<file path="config.mk">
export PLATFORM = sky130hd
export DESIGN_NAME = mdu_hilo_flat
export DESIGN_NICKNAME = d
export VERILOG_FILES = /design/src/rtl/mdu_pkg.sv /design/src/rtl/mdu_hilo_if.sv /design/src/rtl/div_iter.sv /design/src/rtl/mdu_hilo.sv /design/src/flat_wrapper.sv
export SDC_FILE = /design/constraint.sdc
export NUM_CORES = 1
export LEC_CHECK = 0
export ABC_CLOCK_PERIOD_IN_PS = 10700
export BUFFER_PORTS_ARGS = -buffer_cell sky130_fd_sc_hd__clkbuf_2
export CAP_MARGIN = 10
export CELL_PAD_IN_SITES_DETAIL_PLACEMENT = 0
export CELL_PAD_IN_SITES_GLOBAL_PLACEMENT = 1
export CORE_MARGIN = 1.5
export CORE_UTILIZATION = 35
export DETAILED_ROUTE_END_ITERATION = 8
export HOLD_SLACK_MARGIN = 0.12
export PLACE_DENSITY_LB_ADDON = 0.15
export SLEW_MARGIN = 10
export SYNTH_ARGS = -nofsm -noshare
export SYNTH_HDL_FRONTEND = slang
export SYNTH_SLANG_ARGS = --single-unit
</file>
<file path="constraint.sdc">
create_clock -name clk -period 10.7 [get_ports clk]
set_input_delay 2.675 -clock clk [delete_from_list [all_inputs] [get_ports clk]]
set_output_delay 2.675 -clock clk [all_outputs]
set_load 0.005 [all_outputs]
</file>
<file path="src/rtl/mdu_pkg.sv">
// Shared definitions for the HI/LO multiply/divide unit: op codes, controller states,
// and the divide-by-zero quotient pattern.
package mdu_pkg;

  localparam logic [1:0] OP_MULT  = 2'b00;
  localparam logic [1:0] OP_MULTU = 2'b01;
  localparam logic [1:0] OP_DIV   = 2'b10;
  localparam logic [1:0] OP_DIVU  = 2'b11;

  typedef enum logic [1:0] {IDLE, MUL, DIV, FIX} state_e;

  localparam int unsigned MaxW = 128;

  // All-ones quotient of width w, returned right-aligned in a MaxW-bit vector.
  function automatic logic [MaxW-1:0] div0_lo(input int unsigned w);
    return {MaxW{1'b1}} >> (MaxW - w);
  endfunction

endpackage

</file>
<file path="src/rtl/mdu_hilo_if.sv">
// Execute-stage request/response bundle between the pipeline and the HI/LO unit.
interface mdu_hilo_if #(
  parameter int unsigned W = 32
);
  logic         start;
  logic [1:0]   op;
  logic [W-1:0] a;
  logic [W-1:0] b;
  logic         flush;
  logic         hi_we;
  logic         lo_we;
  logic [W-1:0] wdata;
  logic         busy;
  logic         done;
  logic [W-1:0] hi;
  logic [W-1:0] lo;

  modport master (
    output start, op, a, b, flush, hi_we, lo_we, wdata,
    input  busy, done, hi, lo
  );

  modport slave (
    input  start, op, a, b, flush, hi_we, lo_we, wdata,
    output busy, done, hi, lo
  );
endinterface

</file>
<file path="src/rtl/div_iter.sv">
// One restoring-division step: shift a dividend bit into the partial remainder and
// subtract the divisor when it fits.
module div_iter #(
  parameter int unsigned W = 32
) (
  input  logic [W-1:0] rem_i,
  input  logic         bit_i,
  input  logic [W-1:0] dvsr_i,
  output logic [W-1:0] rem_o,
  output logic         q_o
);
  logic [W:0] trial;
  logic [W:0] diff;

  always_comb begin
    trial = {rem_i, bit_i};
    diff  = trial - {1'b0, dvsr_i};
    q_o   = ~diff[W];
    // rem_i < dvsr_i keeps both candidates within W bits.
    rem_o = q_o ? diff[W-1:0] : trial[W-1:0];
  end
endmodule

</file>
<file path="src/rtl/mdu_hilo.sv">
// Iterative MULT/MULTU/DIV/DIVU unit with architectural HI/LO registers.
// Define MDU_FAST_MUL_EN for a single-pass combinational multiply.
module mdu_hilo
  import mdu_pkg::*;
#(
  parameter int unsigned W = 32
) (
  input logic         clk,
  input logic         rst,
  mdu_hilo_if.slave   bus
);
  localparam int unsigned CW = $clog2(W) + 1;

  state_e           state_q, state_d;
  logic [CW-1:0]    cnt_q, cnt_d;
  logic [W-1:0]     opa_q, opa_d, opb_q, opb_d;
  logic [W-1:0]     hi_q, hi_d, lo_q, lo_d;
  logic [2*W-1:0]   acc_q, acc_d;
  logic             neg_q, neg_d, negr_q, negr_d, mul_q, mul_d;
  logic             busy_q, busy_d, done_q, done_d;

  logic             is_signed, is_mul, sa, sb;
  logic [W-1:0]     mag_a, mag_b;
  logic [W:0]       mul_sum;
  logic [W-1:0]     div_rem;
  logic             div_q;
  logic [2*W-1:0]   prod_raw, prod_fix;
  logic [W-1:0]     quo_fix, rem_fix;

  div_iter #(.W(W)) u_div_iter (
    .rem_i  (acc_q[2*W-1:W]),
    .bit_i  (acc_q[W-1]),
    .dvsr_i (opb_q),
    .rem_o  (div_rem),
    .q_o    (div_q)
  );

  always_comb begin
    is_signed = (bus.op == OP_MULT) || (bus.op == OP_DIV);
    is_mul    = (bus.op == OP_MULT) || (bus.op == OP_MULTU);
    sa        = is_signed & bus.a[W-1];
    sb        = is_signed & bus.b[W-1];
    mag_a     = sa ? -bus.a : bus.a;
    mag_b     = sb ? -bus.b : bus.b;
    // Shift-add: low half of acc holds the unconsumed multiplier bits.
    mul_sum   = {1'b0, acc_q[2*W-1:W]} + {1'b0, (acc_q[0] ? opa_q : {W{1'b0}})};
`ifdef MDU_FAST_MUL_EN
    prod_raw  = (2*W)'(opa_q) * (2*W)'(opb_q);
`else
    prod_raw  = acc_q;
`endif
    prod_fix  = neg_q ? -prod_raw : prod_raw;
    quo_fix   = neg_q ? -acc_q[W-1:0] : acc_q[W-1:0];
    rem_fix   = negr_q ? -acc_q[2*W-1:W] : acc_q[2*W-1:W];
  end

  always_comb begin
    state_d = state_q;
    cnt_d   = cnt_q;
    opa_d   = opa_q;
    opb_d   = opb_q;
    hi_d    = hi_q;
    lo_d    = lo_q;
    acc_d   = acc_q;
    neg_d   = neg_q;
    negr_d  = negr_q;
    mul_d   = mul_q;
    done_d  = 1'b0;

    unique case (state_q)
      IDLE: begin
        if (bus.hi_we) hi_d = bus.wdata;
        if (bus.lo_we) lo_d = bus.wdata;
        if (bus.start && !bus.flush) begin
          opa_d  = mag_a;
          opb_d  = mag_b;
          mul_d  = is_mul;
          cnt_d  = CW'(W - 1);
          neg_d  = sa ^ sb;
          negr_d = sa;
          if (is_mul) begin
            acc_d = {{W{1'b0}}, mag_b};
`ifdef MDU_FAST_MUL_EN
            state_d = FIX;
`else
            state_d = MUL;
`endif
          end else if (bus.b == '0) begin
            // Divide by zero skips iteration; FIX passes acc through unsigned.
            acc_d   = {bus.a, W'(div0_lo(W))};
            neg_d   = 1'b0;
            negr_d  = 1'b0;
            state_d = FIX;
          end else begin
            acc_d   = {{W{1'b0}}, mag_a};
            state_d = DIV;
          end
        end
      end
      MUL: begin
        acc_d = {mul_sum, acc_q[W-1:1]};
        cnt_d = cnt_q - CW'(1);
        if (cnt_q == '0) state_d = FIX;
      end
      DIV: begin
        acc_d = {div_rem, acc_q[W-2:0], div_q};
        cnt_d = cnt_q - CW'(1);
        if (cnt_q == '0) state_d = FIX;
      end
      FIX: begin
        if (mul_q) begin
          hi_d = prod_fix[2*W-1:W];
          lo_d = prod_fix[W-1:0];
        end else begin
          hi_d = rem_fix;
          lo_d = quo_fix;
        end
        done_d  = 1'b1;
        state_d = IDLE;
      end
      default: state_d = IDLE;
    endcase

    if (bus.flush && (state_q != IDLE)) begin
      state_d = IDLE;
      hi_d    = hi_q;
      lo_d    = lo_q;
      done_d  = 1'b0;
    end

    busy_d = (state_d != IDLE);
  end

  always_ff @(posedge clk) begin
    if (rst) begin
      state_q <= IDLE;
      cnt_q   <= '0;
      opa_q   <= '0;
      opb_q   <= '0;
      hi_q    <= '0;
      lo_q    <= '0;
      acc_q   <= '0;
      neg_q   <= 1'b0;
      negr_q  <= 1'b0;
      mul_q   <= 1'b0;
      busy_q  <= 1'b0;
      done_q  <= 1'b0;
    end else begin
      state_q <= state_d;
      cnt_q   <= cnt_d;
      opa_q   <= opa_d;
      opb_q   <= opb_d;
      hi_q    <= hi_d;
      lo_q    <= lo_d;
      acc_q   <= acc_d;
      neg_q   <= neg_d;
      negr_q  <= negr_d;
      mul_q   <= mul_d;
      busy_q  <= busy_d;
      done_q  <= done_d;
    end
  end

  assign bus.busy = busy_q;
  assign bus.done = done_q;
  assign bus.hi   = hi_q;
  assign bus.lo   = lo_q;
endmodule

</file>
<file path="src/flat_wrapper.sv">
// flat-port wrapper written by rule: the top's interface ports become plain ports
module mdu_hilo_flat import mdu_pkg::*;
#(
  parameter int unsigned W = 32
)
  (clk, rst, bus_start, bus_op, bus_a, bus_b, bus_flush, bus_hi_we, bus_lo_we, bus_wdata, bus_busy, bus_done, bus_hi, bus_lo);
  mdu_hilo_if #(.W(W)) bus_i ();
  input logic clk;
  input logic rst;
  input wire logic [$bits(bus_i.start)-1:0] bus_start;
  input wire logic [$bits(bus_i.op)-1:0] bus_op;
  input wire logic [$bits(bus_i.a)-1:0] bus_a;
  input wire logic [$bits(bus_i.b)-1:0] bus_b;
  input wire logic [$bits(bus_i.flush)-1:0] bus_flush;
  input wire logic [$bits(bus_i.hi_we)-1:0] bus_hi_we;
  input wire logic [$bits(bus_i.lo_we)-1:0] bus_lo_we;
  input wire logic [$bits(bus_i.wdata)-1:0] bus_wdata;
  output wire logic [$bits(bus_i.busy)-1:0] bus_busy;
  output wire logic [$bits(bus_i.done)-1:0] bus_done;
  output wire logic [$bits(bus_i.hi)-1:0] bus_hi;
  output wire logic [$bits(bus_i.lo)-1:0] bus_lo;
  assign bus_i.start = bus_start;
  assign bus_i.op = bus_op;
  assign bus_i.a = bus_a;
  assign bus_i.b = bus_b;
  assign bus_i.flush = bus_flush;
  assign bus_i.hi_we = bus_hi_we;
  assign bus_i.lo_we = bus_lo_we;
  assign bus_i.wdata = bus_wdata;
  assign bus_busy = bus_i.busy;
  assign bus_done = bus_i.done;
  assign bus_hi = bus_i.hi;
  assign bus_lo = bus_i.lo;
  mdu_hilo #(.W(W)) u_core (.clk(clk), .rst(rst), .bus(bus_i));
endmodule
</file>
# Word-level counts from Yosys, hierarchy flattened
# Index checks and enable logic that the tools add are counted.
# W data, S select, Z words.
word_totals:
  register_bits: 205
classes:
  add_sub_neg: 8
  n_eq_ne: 8
  muxes: 30
  bitwise_logic: 5
  reduce_logical: 21
op_table:
  columns: ["op", "n"]
  rows:
  - ["$mux W32", 10]
  - ["$mux W64", 4]
  - ["$pmux W64 S3", 1]
  - ["$neg A32 Y32", 4]
  - ["$pmux W32 S2", 2]
  - ["$neg A64 Y64", 1]
  - ["$add A32 B32 Y33", 1]
  - ["$sub A33 B32 Y33", 1]
  - ["$logic_not A32 Y1", 1]
  - ["$pmux W6 S2", 1]
  - ["$mux W2", 4]
  - ["$reduce_bool A2 Y1", 4]
  - ["$eq A2 B2 Y1 const B", 3]
  - ["$logic_not A6 Y1", 1]
  - ["$mux W1", 6]
  - ["$mux W6", 1]
  - ["$pmux W2 S3", 1]
  - ["$reduce_and A2 Y1", 3]
  - ["$reduce_and A3 Y1", 2]
  - ["$sub A6 B1 Y6 const B", 1]
  - ["$eq A2 B1 Y1 const B", 2]
  - ["$logic_not A2 Y1", 2]
  - ["$ne A2 B2 Y1 const B", 2]
  - ["$reduce_or A2 Y1", 2]
  - ["8 further kinds", 12]

# Depth between registers and ports, before layout
# Gate-level depths: netlist of the first run.
depth:
  ltp_word: 8
  mapped_depth: 15
  ltp_nobuf: 13

# Modules after synthesis
# From an unflattened synthesis of the first run, not the netlist that was laid out.
unflattened:
  cells_unflattened: 2249
  area_unflattened_um2: 16632.2
modules_own_cells:
  columns: ["mod", "n_inst", "cells_each", "area_each_um2", "seq_area_each_um2"]
  rows:
  - ["mdu_hilo", 1, 1944, 14273.7, 4103.9]
  - ["div_iter", 1, 305, 2358.5, 0.0]

# Worst setup path before layout of the first run
# Ideal clock, no wire load.
synth_path:
  path_type: "input -> register"
  from: "in bus_b[22]"
  to: "reg u_core.acc_q[19]"
  arrival_time_ns: 5.155
  path_slack_ns: 5.465
  stages: 9
  path_buffers: 1
  path_cell_list: "or4_4 > or3_4 > or4_4 > or3_4 > and2_4 > buf_6 > a221oi_2 > a21oi_1 > a211oi_2"
synth_via:
  elab_chain_cells: 5
synth_lines:
  columns: ["item", "line", "source"]
  rows:
  - ["start, declared", "flat_wrapper.sv:13", "input wire logic [$bits(bus_i.b)-1:0] bus_b;"]
  - ["$logic_not A32 Y1", "mdu_hilo.sv:88", "end else if (bus.b == '0) begin"]
  - ["$mux W64", "mdu_hilo.sv:88", null]
  - ["$mux W64", "mdu_hilo.sv:81", "if (is_mul) begin"]
  - ["$mux W64", "mdu_hilo.sv:74", "if (bus.start && !bus.flush) begin"]
  - ["$pmux W64 S3", "mdu_hilo.sv:70", "unique case (state_q)"]
  - ["end signal, assigned", "mdu_hilo.sv:142", "acc_q <= '0;"]
  - ["end signal, assigned", "mdu_hilo.sv:155", "acc_q <= acc_d;"]
  - ["end, declared", "mdu_hilo.sv:18", "logic [2*W-1:0] acc_q, acc_d;"]
# Every way passes these cells. The select of a mux whose other input is x is not followed.
# A chain may end at the register's enable or synchronous reset.

# Worst setup path after layout of the first run
layout_path:
  from: "in bus_b[22]"
  to: "reg u_core.acc_q[55]"
# The elaborated chain is that of the path after synthesis.

==> flow_summary.ini, run 1 <==
[worst_setup_path]
critPathArrivalTime_ns = 5.65
crit_fanout = 15
crit_required_ns = 11.18
critical_path.cell_chain = clkbuf_2 -> or4_4 -> or3_4 -> or4_4 -> or3_4 -> nor3_4 -> a21oi_1 -> a21oi_1 -> nand2_1 -> o21ai_0
critical_path_class = input pin to flop
max_stage_delay_ns = 0.55
cp-start-kind = input pin
slowest_stage = or4_4
end_kind = flop

[timing]
setup_viol = 0
fin_ws_ns = 5.523
final.setup.tns_ns = 0
rsz0062_at_grt = no
max_freq_mhz = 193.2
fin_crit_sh = 0.4839
hold_ws_ns = 0.4492
hold_violations = 0
worst_pin_slew_ns = 1.096
fin_worst_skew_ns = 0.04816
period_minus_slack_ns = 5.177
relSlewSlack = 0.2696
slew_violations = 0

[synth]
synthCells = 2216
synth_nets = 2396
yosysUniqueCellTypes = 78
synth_ff_type = dfxtp_1
syn_area_per_cell_um2 = 7.290
seq_area_frac_synth = 0.2540
synth_area_leaders = dfxtp_1 25%, a21oi_1 7.7%, nor2_1 5.8%
synth_edf_count = 0
yosys_warnings = 0
synth_largest_area_cell = dfxtp_1
synth_seq_cells = 205
syn_area_um2 = 16150
postSynth.asyncResetShare = 0
synth_top_area_frac = 0.2540

[drt]
vias_per_cell = 5.869
wl_per_cell_um = 23.91
drtIter0Drc = 1653
vias = 17050
ant_nets = 0
totalWireLength_um = 69490
drc = 0
firstDrtPassIters = 7

[outcome]
status = finished clean

[clock_tree]
cts_tree = built
numCtsBuffers = 27
cts_resized = 0
htreeDepth = 1
path_clk_slew_ns = 0.06
hold_buffers = 0
numClockSinks = 205
clkLatencyLatePin_ns = 0.59
cts_setup_buffers = 0
cts_buffer_depth = 3
cts-root-buf = clkbuf_16

[die]
ios = 170
die_w_um = 217.8
start_util = 0.3552
row_count = 78
core-area_um2 = 45480
dieArea_um2 = 47450
die_h_um = 217.8

[placement]
dp_worst_setup_slack_ns = 4.992
io_buffers = 169
placedInstanceArea_um2 = 17420
dp.final_hpwl_um = 53420
gp_routability_congestion = 0.9369
dp_cells = 2856

[grt]
grt_pass1_vias = 15710
antenna_found_initial = 0
grt_max_degree = 108
gr-total-overflow = 0
grt_usage = 0.2855
grt_pass1_wl_um = 101900

[hold_path]
min-delay-path-class = flop to flop

[final_layout]
fin_util = 0.4041
finalNetCount = 2465
finalInstanceArea_um2 = 18380
drive_above_1_share = 0.1266
diodes = 0
layout.cells.non_filler = 2906
synthToLayoutAreaGrowth_pct = 13.76

[power_and_ir_drop]
leakage_nw = 7.326
power_density_nw_per_um2 = 158.6
finalPower_mw = 2.915
irDropWorstVdd_v = 0.0001343

[job]
drv_cap = 0
## synthesized netlist by cell type, types with 10 or more instances
master / instances
a211oi_1: 119
a21boi_0: 23
a21o_1: 32
a21oi_1: 248
a221oi_1: 12
a22o_1: 10
a22oi_1: 39
a31oi_1: 40
and2_1: 44
and3_1: 25
buf_1: 10
clkbuf_1: 147
dfxtp_1: 205
ha_1: 74
inv_1: 71
mux2i_1: 26
nand2_1: 157
nand2b_1: 24
nand3_1: 42
nor2_1: 249
nor2b_1: 11
nor3_1: 60
nor4_1: 26
o211ai_1: 12
o21ai_0: 159
o31ai_1: 18
o41ai_1: 13
or3_1: 15
or4_1: 13
xnor2_1: 85
xor2_1: 76
## worst paths after layout
path                          from               end  slack [ns]  cells past startpoint
hold / removal     u_core.opa_q[0]   u_core.opa_q[0]        0.45                      2
setup reg to reg  u_core.acc_q[31]  u_core.acc_q[55]        5.65                     12
setup / recovery         bus_b[22]  u_core.acc_q[55]        5.52                     10
hold reg to reg    u_core.opa_q[0]   u_core.opa_q[0]        0.45                      2
## routing by layer
metal	share of wire	wire, um	track usage
met4	0.031	2129	0.08966
met5	0	0	0
met2	0.42	28980	0.4154
met3	0.091	6298	0.07531
met1	0.46	32090	0.4065
## layout make-up
cell class	count	area (um^2)
timing repair buffer	203	1104
multi-input combinational	1777	11210
inverter	71	266.5
clock inverter	21	264.0
sequential	205	4104
tap	600	750.7
clock buffer	29	683.2
fill	4940	27100
## critical path: cells and delay by family
| kind | cells | cell delay, ns |
|---|---|---|
| buf+inv | 1 | 0.12 |
| simple gates | 6 | 2.33 |
| compound gates | 3 | 0.51 |
## cells in the final DEF (no fill, tap or decap), drive strengths merged, types with 24 or more instances in the layout
master  netlist  routed
a22oi        39      39
xor2         76      76
mux2i        26      26
dfxtp       205     205
nor3         62      62
nor4         27      27
inv          71      73
a211oi      120     120
nand3        42      42
clkbuf      147     197
a21oi       248     248
xnor2        85      85
nor2        250     250
ha           74      74
a21boi       24      24
buf          16      35
and2         46      46
a21o         32      32
a31oi        40      40
nand2b       24      24
o21ai       159     159
and3         25      25
nand2       157     157
## where the power goes
part           internal, mW  switching (mW)  total, mW
Combinational         0.353           0.642      0.994
Clock                 0.588           0.396      0.985
Sequential            0.839          0.0976      0.936
Total                  1.78            1.14       2.92
## state kept, by name, indices dropped and copies added, names as in the netlist
signal / flops
u_core.acc_q: 64
u_core.bus.hi: 32
u_core.bus.lo: 32
u_core.opa_q: 32
u_core.opb_q: 32
u_core.cnt_q: 6
u_core.state_q: 2
u_core.bus.busy: 1
u_core.bus.done: 1
u_core.mul_q: 1
u_core.neg_q: 1
u_core.negr_q: 1
## cells by family after synthesis
kind of cell | Yosys count | synth area share
AO/OA/AOI/OAI | 792 | 0.3103
XOR/XNOR | 161 | 0.08729
adder cells (fa/ha/maj) | 76 | 0.05979
buffers and inverters | 234 | 0.05561
flip-flops | 205 | 0.2540
multiplexers | 26 | 0.01611
AND/OR/NAND/NOR | 722 | 0.2169
Note: power is estimated with default switching activity, not from simulation.
==> run 2: changes to the inputs <==
--- a/config.mk
+++ b/config.mk
@@ -5,7 +5,8 @@
 export SDC_FILE = /design/constraint.sdc
 export NUM_CORES = 1
 export LEC_CHECK = 0
-export ABC_CLOCK_PERIOD_IN_PS = 10700
+export ABC_AREA = 1
+export ABC_CLOCK_PERIOD_IN_PS = 5100
 export BUFFER_PORTS_ARGS = -buffer_cell sky130_fd_sc_hd__clkbuf_2
 export CAP_MARGIN = 10
 export CELL_PAD_IN_SITES_DETAIL_PLACEMENT = 0
==> constraint.sdc (replaced) <==
create_clock -name clk -period 5.1 [get_ports clk]
set_input_delay 1.275 -clock clk [delete_from_list [all_inputs] [get_ports clk]]
set_output_delay 1.275 -clock clk [all_outputs]
set_load 0.005 [all_outputs]
==> run 2 against run 1 <==
Compared with the run above: routed wire length is 49% higher; non-clock buffer count did not move; sequential share of layout area shrank 3.5 points; largest cell class unchanged; synthesized cell count is 53% higher; die area grew 20%; register-to-register slack worse by 4.1 ns; power up 140%; critical path depth is 6 higher; first-iteration DRC count is 47% higher.
==> flow_summary.ini, run 2 <==
[outcome]
status = finished clean

[drt]
vias_per_cell = 5.590
ant_nets = 0
drc = 0
vias = 23770
drtIter0Drc = 2423
firstDrtPassIters = 6
totalWireLength_um = 103300
wl_per_cell_um = 24.29

[worst_setup_path]
slowest_stage = buf_4
crit_path_end = u_core.acc_q[57]
startpoint = u_core.acc_q[0]
max_stage_delay_ns = 0.47
cp-start-kind = flop
crit_fanout = 35
crit_required_ns = 5.64
end_kind = flop
critPathBufInv = 3
r2r-start = u_core.acc_q[0]
reg2reg_to = u_core.acc_q[57]
path_depth = 16
critical_path.cell_chain = buf_4 -> nand2_1 -> fa_1 -> inv_1 -> nand2_1 -> a21oi_2 -> inv_1 -> o21ai_0 -> nand2_1 -> nand2_1 -> nand2_1 -> nand3b_1 -> nand3_1 -> nand2_1 -> nand2_1 -> a21oi_2
cpMostUsedCell = nand2_1
critPathArrivalTime_ns = 4.04
reg2reg_depth = 16
critical_path_class = flop to flop
cp_top_family = simple AND/OR/NAND/NOR gates
reg2reg_slack_ns = 1.60

[die]
dieArea_um2 = 56900
die_w_um = 238.5
core-area_um2 = 54990
start_util = 0.3531
ios = 170
die_h_um = 238.5
row_count = 86

[placement]
dp_worst_setup_slack_ns = 1.179
io_buffers = 169
gp_routability_congestion = 0.9905
dp.final_hpwl_um = 82480

[timing]
setup_viol = 0
fin_crit_sh = 0.6872
slew_violations = 0
fin_ws_ns = 1.595
fin_worst_skew_ns = 0.02602
period_minus_slack_ns = 3.505
final.setup.tns_ns = 0
rsz0062_at_grt = no
max_freq_mhz = 285.3
relSlewSlack = 0.2260
worst_pin_slew_ns = 1.160
hold_violations = 0

[synth]
yosys_warnings = 0
syn_area_per_cell_um2 = 5.724
yosys.cell_count.top_type = nand2_1
postSynth.asyncResetShare = 0
synth_top_area_frac = 0.2114
seq_area_frac_synth = 0.2114
yosysUniqueCellTypes = 53
synth_seq_cells = 205
synth_area_leaders = dfxtp_1 21%, nand2_1 17%, nand3_1 9.3%
synth_largest_area_cell = dfxtp_1
synth_edf_count = 0
syn_area_um2 = 19420
synth_common_cells = 894 x nand2_1, 457 x inv_1, 361 x nand3_1
synth_ff_type = dfxtp_1
synth_nets = 3572
synthCells = 3392

[grt]
grt_pass1_vias = 21850
grt_max_degree = 108
antenna_found_initial = 1
grt_usage = 0.3535
grt_pass1_wl_um = 147800
gr-total-overflow = 0

[power_and_ir_drop]
seqPwrFrac = 0.286
power_frac_clock = 0.300
power_density_nw_per_um2 = 318.4
leakage_nw = 10.83
switchingPower_mw = 3.141
swShare = 0.4527
power_frac_comb = 0.414
irDropWorstVdd_v = 0.0002985
power.internal_mw = 3.798

[clock_tree]
clkLatencyLatePin_ns = 0.60
cts-root-buf = clkbuf_16
cts_resized = 0
hold_buffers = 0
numClockSinks = 205
numCtsBuffers = 28
htreeDepth = 1
cts_tree = built
cts_buffer_depth = 3
cts_setup_buffers = 0
path_clk_slew_ns = 0.08

[hold_path]
min-delay-path-class = flop to flop

[final_layout]
synthToLayoutAreaGrowth_pct = 12.24
layout_commonest_cell = nand2_1
most-common-layout-cells = 894 x nand2_1, 454 x inv_1, 361 x nand3_1, 355 x nor2_1, 258 x a21oi_1
finalNetCount = 3663
largest_reg_flops = 64
fin_util = 0.3964
drive_above_1_share = 0.1039
top_register = u_core.acc_q
diodes = 0

[job]
drv_cap = 0
## run 2: changes by cell type after synthesis, sizes merged, moves of 40 or more
| cell | before | now |
|---|---|---|
| inv | 71 | 465 |
| a21oi | 248 | 288 |
| nand2 | 157 | 912 |
| nand3 | 42 | 371 |
| xnor2 | 85 | 13 |
| clkbuf | 147 | 103 |
| a211oi | 120 | 0 |
| o21ai | 159 | 254 |
| and2 | 46 | 2 |
| nor2 | 250 | 373 |
## run 2: logic make-up (layout without fill, tap and decap cells)
logic type      Yosys count  in the layout  synth area share
compound gates          679            679            0.1996
xor+xnor                 55             55           0.02481
fa+ha+maj                76             76           0.04975
buf+inv                 611            724            0.1234
flops                   205            205            0.2114
simple gates           1766           1766            0.3911
## run 2: worst min-delay path by stage
| stage | to | start | slack (ns) | cells after the start |
|---|---|---|---|---|
| after floorplan | u_core.cnt_q[0] | u_core.cnt_q[0] | 0.45 | 2 |
| after global routing | u_core.cnt_q[0] | u_core.cnt_q[0] | 0.50 | 2 |
| after CTS | u_core.cnt_q[0] | u_core.cnt_q[0] | 0.48 | 2 |
| final | u_core.cnt_q[0] | u_core.cnt_q[0] | 0.48 | 2 |
| after global placement | u_core.cnt_q[0] | u_core.cnt_q[0] | 0.47 | 2 |
| after detailed placement | u_core.cnt_q[0] | u_core.cnt_q[0] | 0.47 | 2 |
## run 2: final cells by class
cell class,instances,area [um^2]
Fill cell,6208,33190
Multi-Input combinational cell,2576,12930
Sequential cell,205,4105
Inverter,469,1763
Timing Repair Buffer,203,1101
Tap cell,748,935.9
Clock buffer,40,815.8
Clock inverter,12,140.1
## run 2: worst min-delay path: cells and delay by family, from the launching register on
kind / cells / cell delay [ns]
AOI/OAI and AO/OA: 2 / 0.13
DFF: 1 / 0.31
## run 2: routing by layer
| layer | track usage | part of all wire | vias up |
|---|---|---|---|
| li1 | - | - | 11260 |
| met1 | 0.5050 | 0.45 | 11260 |
| met2 | 0.5452 | 0.43 | 1115 |
| met3 | 0.05774 | 0.087 | 145 |
| met4 | 0.09820 | 0.031 | 0 |
| met5 | 0 | 0 | - |
## run 2: through the flow
stage	area (um^2)	power, mW	hold slack [ns]	cells
detailed placement	20840	4.793	0.4679	4201
finish	21790	6.939	0.4789	4253
global placement	20840	4.805	0.4692	4201
floorplan	19420	3.752	0.4496	3392
global route	21790	7.267	0.5045	4253
CTS	21790	6.878	0.4776	4253
## run 2: power groups by stage
stage,logic [mW],clock network (mW),registers [mW]
6_report,2.87,2.08,1.99
5_1_grt,3.12,2.16,1.99
3_3_place_gp,2.80,0,2.01
3_5_place_dp,2.79,0,2.01
4_1_cts,2.80,2.11,1.98
2_1_floorplan,1.84,0,1.91
